`src/rtl/pipe_hazard_ctrl.sv`:
```
// pipe_hazard_ctrl: stall/flush sequencer for the 5-stage pipeline registers.
// It drives en/clear for IF/ID, ID/EX, EX/MEM and MEM/WB, plus the PC enable.
// It handles load-use hazards, taken-branch flushes, data-memory waits and halt.
// The optional performance counters are enabled with the macro PIPE_HAZARD_PERF_EN.
//
// state    | meaning
// ---------+---------------------------------------------------------------
// INIT     | first cycle after reset release, clocks zeros into every stage
// RUN      | normal flow, hazard priority: halt > mem wait > branch > load-use
// MEM_WAIT | data memory busy, front end frozen, bubbles issued into WB
// HALT     | pipeline frozen, only reset leaves this state

module pipe_hazard_ctrl #(
    parameter int REG_W       = 5,
    parameter int MEM_TIMEOUT = 16,
    parameter int CNT_W       = 32
) (
    input  logic             clk,
    input  logic             reset,
    input  logic [REG_W-1:0] rs1_d,
    input  logic [REG_W-1:0] rs2_d,
    input  logic [REG_W-1:0] rd_e,
    input  logic             memread_e,
    input  logic             pcsrc_e,
    input  logic             mem_req_m,
    input  logic             mem_ready,
    input  logic             halt,
    output logic             en_f,
    output logic             en_d,
    output logic             clear_d,
    output logic             en_e,
    output logic             clear_e,
    output logic             en_m,
    output logic             clear_m,
    output logic             en_w,
    output logic             clear_w,
    output logic [1:0]       state_o,
    output logic             mem_err,
    output logic [CNT_W-1:0] stall_cnt,
    output logic [CNT_W-1:0] flush_cnt
);

    localparam logic [1:0] S_INIT     = 2'd0;
    localparam logic [1:0] S_RUN      = 2'd1;
    localparam logic [1:0] S_MEM_WAIT = 2'd2;
    localparam logic [1:0] S_HALT     = 2'd3;

    // MEM_TIMEOUT is at most 255, so an 8-bit wait counter always suffices.
    localparam logic [7:0] TIMEOUT_C = 8'(MEM_TIMEOUT);

    logic [1:0] state;
    logic [1:0] state_nxt;
    logic [7:0] wait_cnt;
    logic [7:0] wait_cnt_nxt;
    logic       mem_err_nxt;

    logic       load_use;
    logic       mem_stall;

    // Flow controls shared by RUN and the mem_ready exit of MEM_WAIT.
    logic       flow_en_f;
    logic       flow_en_d;
    logic       flow_clear_d;
    logic       flow_en_e;
    logic       flow_clear_e;

    // Hazard detection; x0 is hardwired to zero so it never creates a dependency.
    always_comb begin
        load_use  = memread_e && (rd_e != '0) && ((rd_e == rs1_d) || (rd_e == rs2_d));
        mem_stall = mem_req_m && !mem_ready;
    end

    // Branch / load-use / normal flow; a taken branch discards the stalled
    // instruction anyway, so it wins over load-use.
    always_comb begin
        flow_en_f    = 1'b1;
        flow_en_d    = 1'b1;
        flow_clear_d = 1'b0;
        flow_en_e    = 1'b1;
        flow_clear_e = 1'b0;
        if (pcsrc_e) begin
            flow_clear_d = 1'b1;
            flow_clear_e = 1'b1;
        end else if (load_use) begin
            flow_en_f    = 1'b0;
            flow_en_d    = 1'b0;
            flow_clear_e = 1'b1;
        end
    end

    // Output decode and next-state logic. Reset forces the "clear all" pattern
    // combinationally so the registers are held cleared while reset is low.
    always_comb begin
        en_f         = 1'b0;
        en_d         = 1'b0;
        clear_d      = 1'b0;
        en_e         = 1'b0;
        clear_e      = 1'b0;
        en_m         = 1'b0;
        clear_m      = 1'b0;
        en_w         = 1'b0;
        clear_w      = 1'b0;
        state_nxt    = state;
        wait_cnt_nxt = wait_cnt;
        mem_err_nxt  = mem_err;

        if (!reset) begin
            clear_d = 1'b1;
            clear_e = 1'b1;
            clear_m = 1'b1;
            clear_w = 1'b1;
        end else begin
            case (state)
                S_INIT: begin
                    en_f      = 1'b1;
                    en_d      = 1'b1;
                    clear_d   = 1'b1;
                    en_e      = 1'b1;
                    clear_e   = 1'b1;
                    en_m      = 1'b1;
                    clear_m   = 1'b1;
                    en_w      = 1'b1;
                    clear_w   = 1'b1;
                    state_nxt = S_RUN;
                end

                S_RUN: begin
                    if (halt) begin
                        state_nxt = S_HALT;
                    end else if (mem_stall) begin
                        en_w         = 1'b1;
                        clear_w      = 1'b1;
                        state_nxt    = S_MEM_WAIT;
                        wait_cnt_nxt = 8'd1;
                    end else begin
                        en_f    = flow_en_f;
                        en_d    = flow_en_d;
                        clear_d = flow_clear_d;
                        en_e    = flow_en_e;
                        clear_e = flow_clear_e;
                        en_m    = 1'b1;
                        en_w    = 1'b1;
                    end
                end

                S_MEM_WAIT: begin
                    if (!mem_ready) begin
                        en_w    = 1'b1;
                        clear_w = 1'b1;
                        // The RUN cycle that entered this state already counted
                        // as the first wait cycle.
                        if (wait_cnt + 8'd1 == TIMEOUT_C) begin
                            mem_err_nxt  = 1'b1;
                            state_nxt    = S_HALT;
                            wait_cnt_nxt = 8'd0;
                        end else begin
                            wait_cnt_nxt = wait_cnt + 8'd1;
                        end
                    end else begin
                        // The branch held in the frozen E stage is resolved here.
                        en_f         = flow_en_f;
                        en_d         = flow_en_d;
                        clear_d      = flow_clear_d;
                        en_e         = flow_en_e;
                        clear_e      = flow_clear_e;
                        en_m         = 1'b1;
                        en_w         = 1'b1;
                        state_nxt    = S_RUN;
                        wait_cnt_nxt = 8'd0;
                    end
                end

                default: begin
                    state_nxt = S_HALT;
                end
            endcase
        end
    end

    // State, wait counter and sticky error registers.
    always_ff @(posedge clk or negedge reset) begin
        if (!reset) begin
            state    <= S_INIT;
            wait_cnt <= 8'd0;
            mem_err  <= 1'b0;
        end else begin
            state    <= state_nxt;
            wait_cnt <= wait_cnt_nxt;
            mem_err  <= mem_err_nxt;
        end
    end

    assign state_o = state;

`ifdef PIPE_HAZARD_PERF_EN
    // Saturating stall and flush counters; INIT's flush is start-up, not a hazard.
    always_ff @(posedge clk or negedge reset) begin
        if (!reset) begin
            stall_cnt <= '0;
            flush_cnt <= '0;
        end else begin
            if (((state == S_RUN) || (state == S_MEM_WAIT)) && !en_f && (stall_cnt != '1)) begin
                stall_cnt <= stall_cnt + CNT_W'(1);
            end
            if ((state != S_INIT) && (clear_d || clear_e) && (flush_cnt != '1)) begin
                flush_cnt <= flush_cnt + CNT_W'(1);
            end
        end
    end
`else
    assign stall_cnt = '0;
    assign flush_cnt = '0;
`endif

endmodule

```
`config.mk`:
```
export PLATFORM = sky130hd
export DESIGN_NAME = pipe_hazard_ctrl
export DESIGN_NICKNAME = d
export VERILOG_FILES = /design/src/rtl/pipe_hazard_ctrl.sv
export SDC_FILE = /design/constraint.sdc
export NUM_CORES = 1
export LEC_CHECK = 0
export BUFFER_PORTS_ARGS = -buffer_cell sky130_fd_sc_hd__buf_4
export CORE_MARGIN = 2
export CORE_UTILIZATION = 46
export CTS_CLUSTER_DIAMETER = 200
export DETAILED_ROUTE_END_ITERATION = 7
export PLACE_DENSITY = 0.87
export SLEW_MARGIN = 20
export SYNTH_ARGS = -nofsm -noshare
export SYNTH_HDL_FRONTEND = slang
export SYNTH_SLANG_ARGS = --single-unit
export TNS_END_PERCENT = 100
```
`constraint.sdc`:
```
create_clock -name clk -period 4.55 [get_ports clk]
set_input_delay 0.91 -clock clk [delete_from_list [all_inputs] [get_ports clk]]
set_output_delay 0.91 -clock clk [all_outputs]
set_load 0.02 [all_outputs]
```
==> results.json, run 1 <==
{
  "seqPwrFrac_pct": 33.8,
  "power.density_nw_per_um2": 272,
  "fp.dieH_um": 60.6,
  "max_freq_ghz": 0.329,
  "hold_class": "primary input to async pin",
  "yosys_warnings": 0,
  "fin_crit_ps": 3040,
  "ys_seq_area_share_pct": 18.7,
  "post-cts-setup-buffer-count": 0,
  "synth.most_common_cell": "buf_4",
  "clockRootBuffer": "clkbuf_4",
  "vias_per_cell": 4.51,
  "grt_pass1_wl_mm": 3.81,
  "synth_ff_type": "dfrtp_1",
  "ys_types": 46,
  "critPathLaunchType": "primary input",
  "postRouteAntennaNets": 0,
  "drt_wl_total_mm": 2.61,
  "leakagePower_nw": 0.780,
  "status": "complete, no violations",
  "n_fill_cell": 311,
  "p_int_uw": 219,
  "syn_avg_cell_area_sq_um": 8.37,
  "cts_tree": "built",
  "die_w_um": 60.6,
  "synth_cells": 176,
  "netlist_area_sq_um": 1470,
  "reg2reg_to": "wait_cnt[4]",
  "hold_buffers": 0,
  "via_count": 1113,
  "clock_sinks": 11,
  "yosysTopAreaCellShare_pct": 35.2,
  "reg2reg_slack_ps": 2900,
  "diodes": 0,
  "synth_edf_count": 0,
  "antenna_found_initial": 0,
  "route.detailed.drc": 0,
  "synth_common_cells": "69 x buf_4, 12 x xor2_1, 11 x dfrtp_1, 11 x o21ai_0, 8 x nor2_1",
  "htree_num_levels": 1,
  "met1_usage_pct": 16.7,
  "power_frac_clock_pct": 17.0,
  "clock_path_buffers": 2,
  "top_usage_layer": "met2",
  "grt_pass1_vias": 857,
  "r2r_cells": 5,
  "drive_gt1_share_pct": 21.2,
  "synth_async_sr_flop_share_pct": 100,
  "ff_latch_area_sq_um": 275,
  "fin_skew_ps": 2.97,
  "port_buffers": 33,
  "critPathRequiredTime_ps": 3640,
  "fin_nets": 228,
  "firstDrtPassIters": 5,
  "ir_drop_uv": 86.0,
  "use_met2_pct": 23.5,
  "multiInputGateArea_sq_um": 880,
  "post-dp-hpwl_mm": 2.05,
  "area_delta_synth_final_pct": 1.02,
  "switching_share_pct": 45.8,
  "clock_latency_ps": 270,
  "io_pins": 98,
  "power.switching_uw": 185,
  "combPwrFrac_pct": 49.2,
  "cts_resized": 0,
  "cts_buffers": 3,
  "setup.worst_path.start": "rd_e[1]",
  "grt_max_degree": 24,
  "ys_seq_elements": 11,
  "worstPathArrival_ps": 2130,
  "cp-end-kind": "output pin",
  "hold_viol": 0,
  "maxCapViolations": 0,
  "r2r-start": "wait_cnt[0]",
  "cp_max_fo": 3,
  "place_congestion": 0.947,
  "track_usage_pct": 13.4,
  "slew_viol_final": 0,
  "met3_usage_pct": 1.28,
  "rsz0062_at_grt": "no",
  "drt_iter0_drc": 35,
  "core_area_sq_um": 3050,
  "cts.clk_slew.worst_paths_ps": 80,
  "synth_top_area_cell": "buf_4",
  "tns_ps": 0,
  "rows": 20,
  "setup_viol": 0,
  "wire_per_inst_um": 10.6,
  "power_uw": 404,
  "post-route-period-util_pct": 66.8,
  "netlist_top_cells_area": "buf_4 35%, dfrtp_1 19%, xor2_1 7.1%",
  "initial_core_util_pct": 48.2,
  "critical_path_class": "primary input to output pin",
  "dieArea_sq_um": 3670,
  "grt-ovfl-total": 0,
  "final_util_pct": 48.7
}
==> state kept, by name, indices dropped and copies added (netlist names) <==
signal	flops
state_o	2
mem_err	1
wait_cnt	8
==> power groups by stage <==
stage          sequential [mW]  clock, mW  combinational [mW]
2_1_floorplan            0.133          0               0.199
3_3_place_gp             0.138          0               0.195
3_5_place_dp             0.138          0               0.198
4_1_cts                  0.136     0.0702               0.199
5_1_grt                  0.140     0.0741               0.215
6_report                 0.136     0.0686               0.199
==> layout by cell type (no fill, tap or decap), types with 2 or more instances in the layout <==
cell type	Yosys	layout
ha_1	2	2
conb_1	1	64
buf_4	69	33
dfrtp_1	11	11
nor2b_1	2	2
xor2_1	12	12
o21ai_0	11	11
nor2_1	8	8
a21oi_1	3	3
nor3_1	3	3
and2_1	2	2
clkbuf_4	0	3
a31oi_1	5	5
nand3_1	4	4
nand2_1	6	6
nand2b_1	2	2
o31ai_1	3	3
==> critical path: stages <==
cell	delay, ps
buf_4	120
or4_1	500
o21ai_0	220
nand2b_1	140
o21bai_1	70
buf_4	170
==> layer usage <==
metal | up-vias | wire length, um
met5 | - | 0
met4 | 0 | 23
met3 | 2 | 201
met2 | 65 | 1350
met1 | 518 | 1030
li1 | 528 | -
==> worst max path at each step <==
stage	slack, ps	end	depth (start not counted)
after floorplan	1540	en_f	5
after CTS	1510	clear_e	6
after global routing	1440	clear_e	6
final	1510	clear_e	6
after detailed placement	1510	clear_e	6
after global placement	1510	clear_e	6
==> cells by family (layout without fill, tap and decap cells) <==
family	count (synthesis)	after routing	share of synthesized area, %
other cells	1	64	0.255
simple gates	39	39	16.6
buf+inv	74	38	37.6
compound gates	36	36	17.4
xor+xnor	13	13	7.73
flops	11	11	18.7
fa+ha+maj	2	2	1.70
==> metrics by stage <==
step	setup slack [ps]	std cells	hold slack (ps)	area, sq um
global placement	1510	243	458	1460
floorplan	1540	239	482	1710
global route	1440	247	509	1490
finish	1510	247	506	1490
CTS	1510	247	505	1490
detailed placement	1510	243	481	1460
==> layout make-up <==
cell class / count / area share (%)
Timing Repair Buffer: 33 / 16.7
Tap cell: 44 / 3.70
Inverter: 1 / 0.252
Clock buffer: 4 / 1.77
Sequential cell: 11 / 18.5
Multi-Input combinational cell: 154 / 59.1
(Power assumes the default switching activity.)
==> run 2, diff against run 1 <==
ABC_AREA = 1   (was not set)
CORE_UTILIZATION = 38   (was 46)
PLACE_DENSITY = 0.77   (was 0.87)
clock period = 2.6 ns   (was 4.55 ns; I/O delays follow)
==> run 2 against run 1 <==
First-iteration DRC count shrank 46%. Routed wire length fell by 1.1%. Largest power group unchanged. Sequential power grew 130%. Clock power grew to 2.5 times the previous value. Combinational power grew to 3.4 times the previous value.
==> results.json, run 2 <==
{
  "status": "complete, no violations",
  "post-route-period-util_pct": 88.1,
  "cp_max_fo": 4,
  "maxCapViolations": 0,
  "rsz0062_at_grt": "no",
  "layout_commonest_cell": "conb_1",
  "grt_pass1_vias": 1000,
  "clock_path_buffers": 2,
  "worstSetupEndpoint": "en_d",
  "hold_class": "primary input to async pin",
  "worstPathArrival_ps": 1770,
  "r2r-start": "wait_cnt[0]",
  "critPathLaunchType": "flop",
  "via_count": 1188,
  "setup.worst_path.start": "state_o[1]",
  "reg2reg_to": "state_o[0]",
  "clock_latency_ps": 240,
  "route.detailed.drc": 0,
  "post-dp-hpwl_mm": 2.16,
  "rows": 22,
  "cp-end-kind": "output pin",
  "diodes": 0,
  "netlist_area_sq_um": 1450,
  "slew_viol_final": 0,
  "highest_layer": "met4",
  "yosysTopAreaCellShare_pct": 34.1,
  "ir_drop_uv": 523,
  "grt-ovfl-total": 0,
  "ys_seq_area_share_pct": 18.9,
  "tns_ps": 0,
  "synth_top_area_cell": "buf_4",
  "core_area_sq_um": 3660,
  "wire_per_inst_um": 8.86,
  "hold_viol": 0,
  "largest_reg_flops": 8,
  "antenna_found_initial": 0,
  "die_w_um": 65.9,
  "final_util_pct": 42.2,
  "yosys_warnings": 0,
  "firstDrtPassIters": 4,
  "syn_avg_cell_area_sq_um": 6.89,
  "area_delta_synth_final_pct": 6.20,
  "placed_area_sq_um": 1500,
  "reg2reg_slack_ps": 930,
  "clockRootBuffer": "clkbuf_8",
  "power.density_nw_per_um2": 751,
  "cts_resized": 0,
  "postRouteAntennaNets": 0,
  "synth_cells": 211,
  "critPathRequiredTime_ps": 2080,
  "fin_crit_ps": 2290,
  "cts_buffers": 3,
  "dr_wl_met2_mm": 1.28,
  "wl_met1_mm": 1.04,
  "setup_viol": 0,
  "layout_common_cells": "64 x conb_1, 33 x nand2_1, 33 x buf_4",
  "fin_skew_ps": 4.85,
  "synth_edf_count": 0,
  "drive_gt1_share_pct": 20.5,
  "track_usage_pct": 12.4,
  "r2r_cells": 11,
  "port_buffers": 33,
  "io_pins": 98,
  "hold_buffers": 0,
  "grt_pass1_wl_mm": 4.16,
  "post-cts-setup-buffer-count": 0,
  "fp.dieH_um": 65.9,
  "ys_types": 27,
  "power_mw": 1.16,
  "ys_seq_elements": 11,
  "cts.clk_slew.worst_paths_ps": 50,
  "place_congestion": 0.824,
  "largest-register": "wait_cnt",
  "critical_path_class": "flop to output pin",
  "htree_num_levels": 1,
  "synth_async_sr_flop_share_pct": 100,
  "fin_nets": 269,
  "synth_ff_type": "dfrtp_1",
  "cts_tree": "built",
  "netlist_top_cells_area": "buf_4 34%, dfrtp_1 19%, nand2_1 8.5%",
  "drt_wl_total_mm": 2.59,
  "initial_core_util_pct": 39.7,
  "vias_per_cell": 4.07,
  "synth_common_cells": "66 x buf_4, 33 x nand2_1, 24 x inv_1",
  "met3_length_um": 203,
  "grt_max_degree": 21,
  "synth.most_common_cell": "buf_4",
  "design_area_sq_um": 1540,
  "leakagePower_nw": 0.852,
  "dieArea_sq_um": 4340,
  "clock_sinks": 11,
  "max_freq_ghz": 0.437,
  "drt_iter0_drc": 19
}
-- run 2: cell types whose count changed after synthesis, moves of 4 or more --
cell	before	now
xor2_1	12	5
o21ai_0	11	7
nand3_1	4	12
inv_1	1	24
nand2_1	6	33
nor2_1	8	18
a31oi_1	5	0
-- run 2: area by class of cell --
class,instances,area (sq um)
clock buffer,4,45.0
fill,387,2120
inverter,26,97.6
multi-input combinational,170,818
sequential,11,275
tap,48,60.1
timing repair buffer,33,248
-- run 2: critical path, stage by stage (launching register included) --
cell and delay [ps]:
dfrtp_1 420, inv_1 80, nand2_1 50, nor2_1 150, inv_1 90, o21ai_0 240, o21ai_0 120, inv_1 110
nand2_1 60, inv_1 70, buf_4 140
-- run 2: report_power, final --
| group | switching, mW | total (mW) | leakage (nW) | internal, mW |
|---|---|---|---|---|
| registers | 0.0757 | 0.313 | 0.143 | 0.237 |
| logic | 0.437 | 0.672 | 0.686 | 0.235 |
| clock network | 0.0660 | 0.174 | 0.0228 | 0.108 |
| total | 0.579 | 1.16 | 0.852 | 0.580 |
-- run 2: cell families (layout without fill, tap and decap cells) --
family | count (synthesis) | after routing | synth area share [%]
compound gates | 17 | 17 | 7.57
xor+xnor | 9 | 9 | 5.42
fa+ha+maj | 2 | 2 | 1.72
buf+inv | 93 | 63 | 41.1
flops | 11 | 11 | 18.9
other cells | 1 | 64 | 0.258
simple gates | 78 | 78 | 25.0
-- run 2: worst min path at each step --
stage               depth (start not counted)  slack (ps)           to
finish                                      1         140  wait_cnt[4]
global route                                1         140  wait_cnt[4]
floorplan                                   0         220      mem_err
global placement                            1         390  wait_cnt[6]
detailed placement                          1         400  wait_cnt[6]
CTS                                         1         140  wait_cnt[4]
-- run 2: per-stage QoR --
step           hold slack [ps]  setup WS, ps  std cells
2_1_floorplan              224           376        274
3_3_place_gp               395           504        288
3_5_place_dp               396           468        288
4_1_cts                    139           313        292
5_1_grt                    143           158        292
6_report                   137           309        292
-- run 2: metal layers --
layer,track usage [%],vias up
met5,0,-
met4,6.51,0
met3,2.73,9
met2,21.3,61
met1,14.2,524
li1,-,594
==> run 3, diff against run 2 <==
clock period = 2.1 ns   (was 2.6 ns; I/O delays follow)
==> run 3 against run 2 <==
Highest routed layer unchanged. Critical path type unchanged. Register-to-register slack worse by 510 ps. First-iteration DRC count rose by 89%. Final area up 3.9%. Via count grew 1.4%. Die area unchanged.
==> results.json, run 3 (synthesized netlist as in run 2, its figures left out) <==
{
  "status": "complete, no violations",
  "layout_common_cells": "64 x conb_1, 37 x buf_4, 33 x nand2_1",
  "post-dp-hpwl_mm": 2.16,
  "reg2reg_to": "state_o[1]",
  "area_delta_synth_final_pct": 10.3,
  "drt_iter0_drc": 36,
  "r2r-start": "wait_cnt[0]",
  "power.switching_uw": 755,
  "reg2reg_slack_ps": 420,
  "port_buffers": 33,
  "design_area_sq_um": 1600,
  "slew_viol_final": 0,
  "rows": 22,
  "htree_num_levels": 1,
  "leakagePower_nw": 0.877,
  "largest_reg_flops": 8,
  "n_fill_cell": 388,
  "slowest_stage": "dfrtp_1",
  "io_pins": 98,
  "seqPwrFrac_pct": 25.6,
  "worstPathArrival_ps": 1640,
  "fp.dieH_um": 65.9,
  "cp-end-kind": "output pin",
  "hold_class": "flop to flop",
  "critPathLaunchType": "flop",
  "p_int_uw": 765,
  "post-route-period-util_pct": 98.1,
  "wire_per_inst_um": 9.35,
  "power.density_nw_per_um2": 948,
  "die_w_um": 65.9,
  "fin_skew_ps": 3.30,
  "layout_commonest_cell": "conb_1",
  "track_usage_pct": 12.7,
  "initial_core_util_pct": 39.7,
  "ir_drop_uv": 622,
  "power_frac_clock_pct": 14.3,
  "placed_area_sq_um": 1510,
  "max_freq_ghz": 0.485,
  "cts_buffers": 3,
  "cpLargestDelayFamily": "buffers and inverters",
  "grt_pass1_wl_mm": 4.34,
  "critPathRequiredTime_ps": 1680,
  "hp-start": "mem_err",
  "hold_viol": 0,
  "cts_tree": "built",
  "combPwrFrac_pct": 60.2,
  "route.detailed.drc": 0,
  "antenna_found_initial": 0,
  "firstDrtPassIters": 4,
  "drive_gt1_share_pct": 24.1,
  "grt_max_degree": 12,
  "setup_viol": 0,
  "vias_per_cell": 4.06,
  "clockRootBuffer": "clkbuf_8",
  "fin_nets": 274,
  "postRouteAntennaNets": 0,
  "critical_path_class": "flop to output pin",
  "final_util_pct": 43.8,
  "setup_slack_ps": 39.9,
  "pre_cts_ws_ps": 186,
  "clock_sinks": 11,
  "cpPeakStageDelay_ps": 410,
  "worstPathCellList": "inv_1, nand2_1, nor2_2, inv_2, o21ai_4, o21ai_2, inv_1, nand2_1, inv_2, buf_4",
  "place_congestion": 0.849,
  "maxCapViolations": 0,
  "clock_latency_ps": 240,
  "cts.clk_slew.worst_paths_ps": 50,
  "fin_crit_ps": 2060,
  "largest-register": "wait_cnt",
  "via_count": 1205,
  "holdWs_ps": 475,
  "holdPathStages": 1,
  "r2r_cells": 11,
  "cp_max_fo": 4,
  "worst_hold_path.endpoint": "mem_err",
  "core_area_sq_um": 3660,
  "grt_pass1_vias": 1025,
  "instances_no_fill": 297,
  "grt-ovfl-total": 0,
  "placed_cells": 289,
  "cp.buffers_inverters": 5,
  "clock_path_buffers": 2,
  "dieArea_sq_um": 4340,
  "diodes": 0,
  "switching_share_pct": 49.7,
  "drt_wl_total_mm": 2.78
}
## run 3: cell count changes in the layout (fill, tap and decap cells not counted)
| cell | change |
|---|---|
| o21ai_4 | +1 |
| o21ai_2 | +1 |
| buf_4 | +4 |
| o21ai_0 | -2 |
| nor2_2 | +2 |
| nor2_1 | -2 |
| inv_2 | +2 |
| dlygate4sd3_1 | +1 |
| inv_1 | -2 |
## run 3: cell type report
cell class / instances / area [sq um] / share of cell area (%)
multi-input combinational: 170 / 838 / 52.3
timing repair buffer: 38 / 288 / 17.9
inverter: 26 / 97.6 / 6.08
clock buffer: 4 / 45.0 / 2.81
tap: 48 / 60.1 / 3.74
sequential: 11 / 275 / 17.2
## run 3: worst max-delay path by stage
stage | startpoint | to | slack, ps | cells past startpoint
2_1_floorplan | state_o[1] | en_f | 40 | 10
3_3_place_gp | halt | en_f | 170 | 9
3_5_place_dp | halt | en_d | 190 | 9
4_1_cts | state_o[1] | en_d | 10 | 10
5_1_grt | state_o[1] | clear_e | -90 | 9
6_report | state_o[1] | en_d | 40 | 10
## run 3: repair_timing
item / CTS / global route
buffers inserted: 0 / 3
hold endpoints to repair: 4 / 0
pin swaps: 0 / 2
cloned: 0 / 0
gates resized for setup: 1 / 7
hold buffers: 1 / 0
endpoints found under the setup margin: 4 / 6
## run 3: stage by stage
stage | power, mW | setup TNS [ps]
after global placement | 1.20 | 0
after floorplan | 1.07 | 0
final | 1.52 | 0
after CTS | 1.45 | 0
after detailed placement | 1.22 | 0
after global routing | 1.64 | -329
## run 3: power by group through the flow
stage	logic, mW	clock network [mW]	registers [mW]
5_1_grt	1.01	0.231	0.407
6_report	0.914	0.217	0.389
4_1_cts	0.842	0.222	0.389
3_5_place_dp	0.830	0	0.391
3_3_place_gp	0.820	0	0.385
2_1_floorplan	0.678	0	0.396
## run 3: per-layer routing
| metal | vias to the layer above | GRT usage [%] | wire, um |
|---|---|---|---|
| li1 | 599 | - | - |
| met1 | 541 | 14.8 | 1080 |
| met2 | 59 | 22.7 | 1440 |
| met3 | 6 | 2.04 | 199 |
| met4 | 0 | 5.47 | 50 |
| met5 | - | 0 | 0 |
## run 3: worst register-to-register path: stages (launching register included)
cell,delay (ps)
dfrtp_1,440
ha_1,280
inv_1,70
nand2_1,60
a21oi_1,120
nand2_1,60
nor2_1,130
nand3_2,140
nand2_4,110
nand2_2,50
nand2_1,60
nand2_1,50
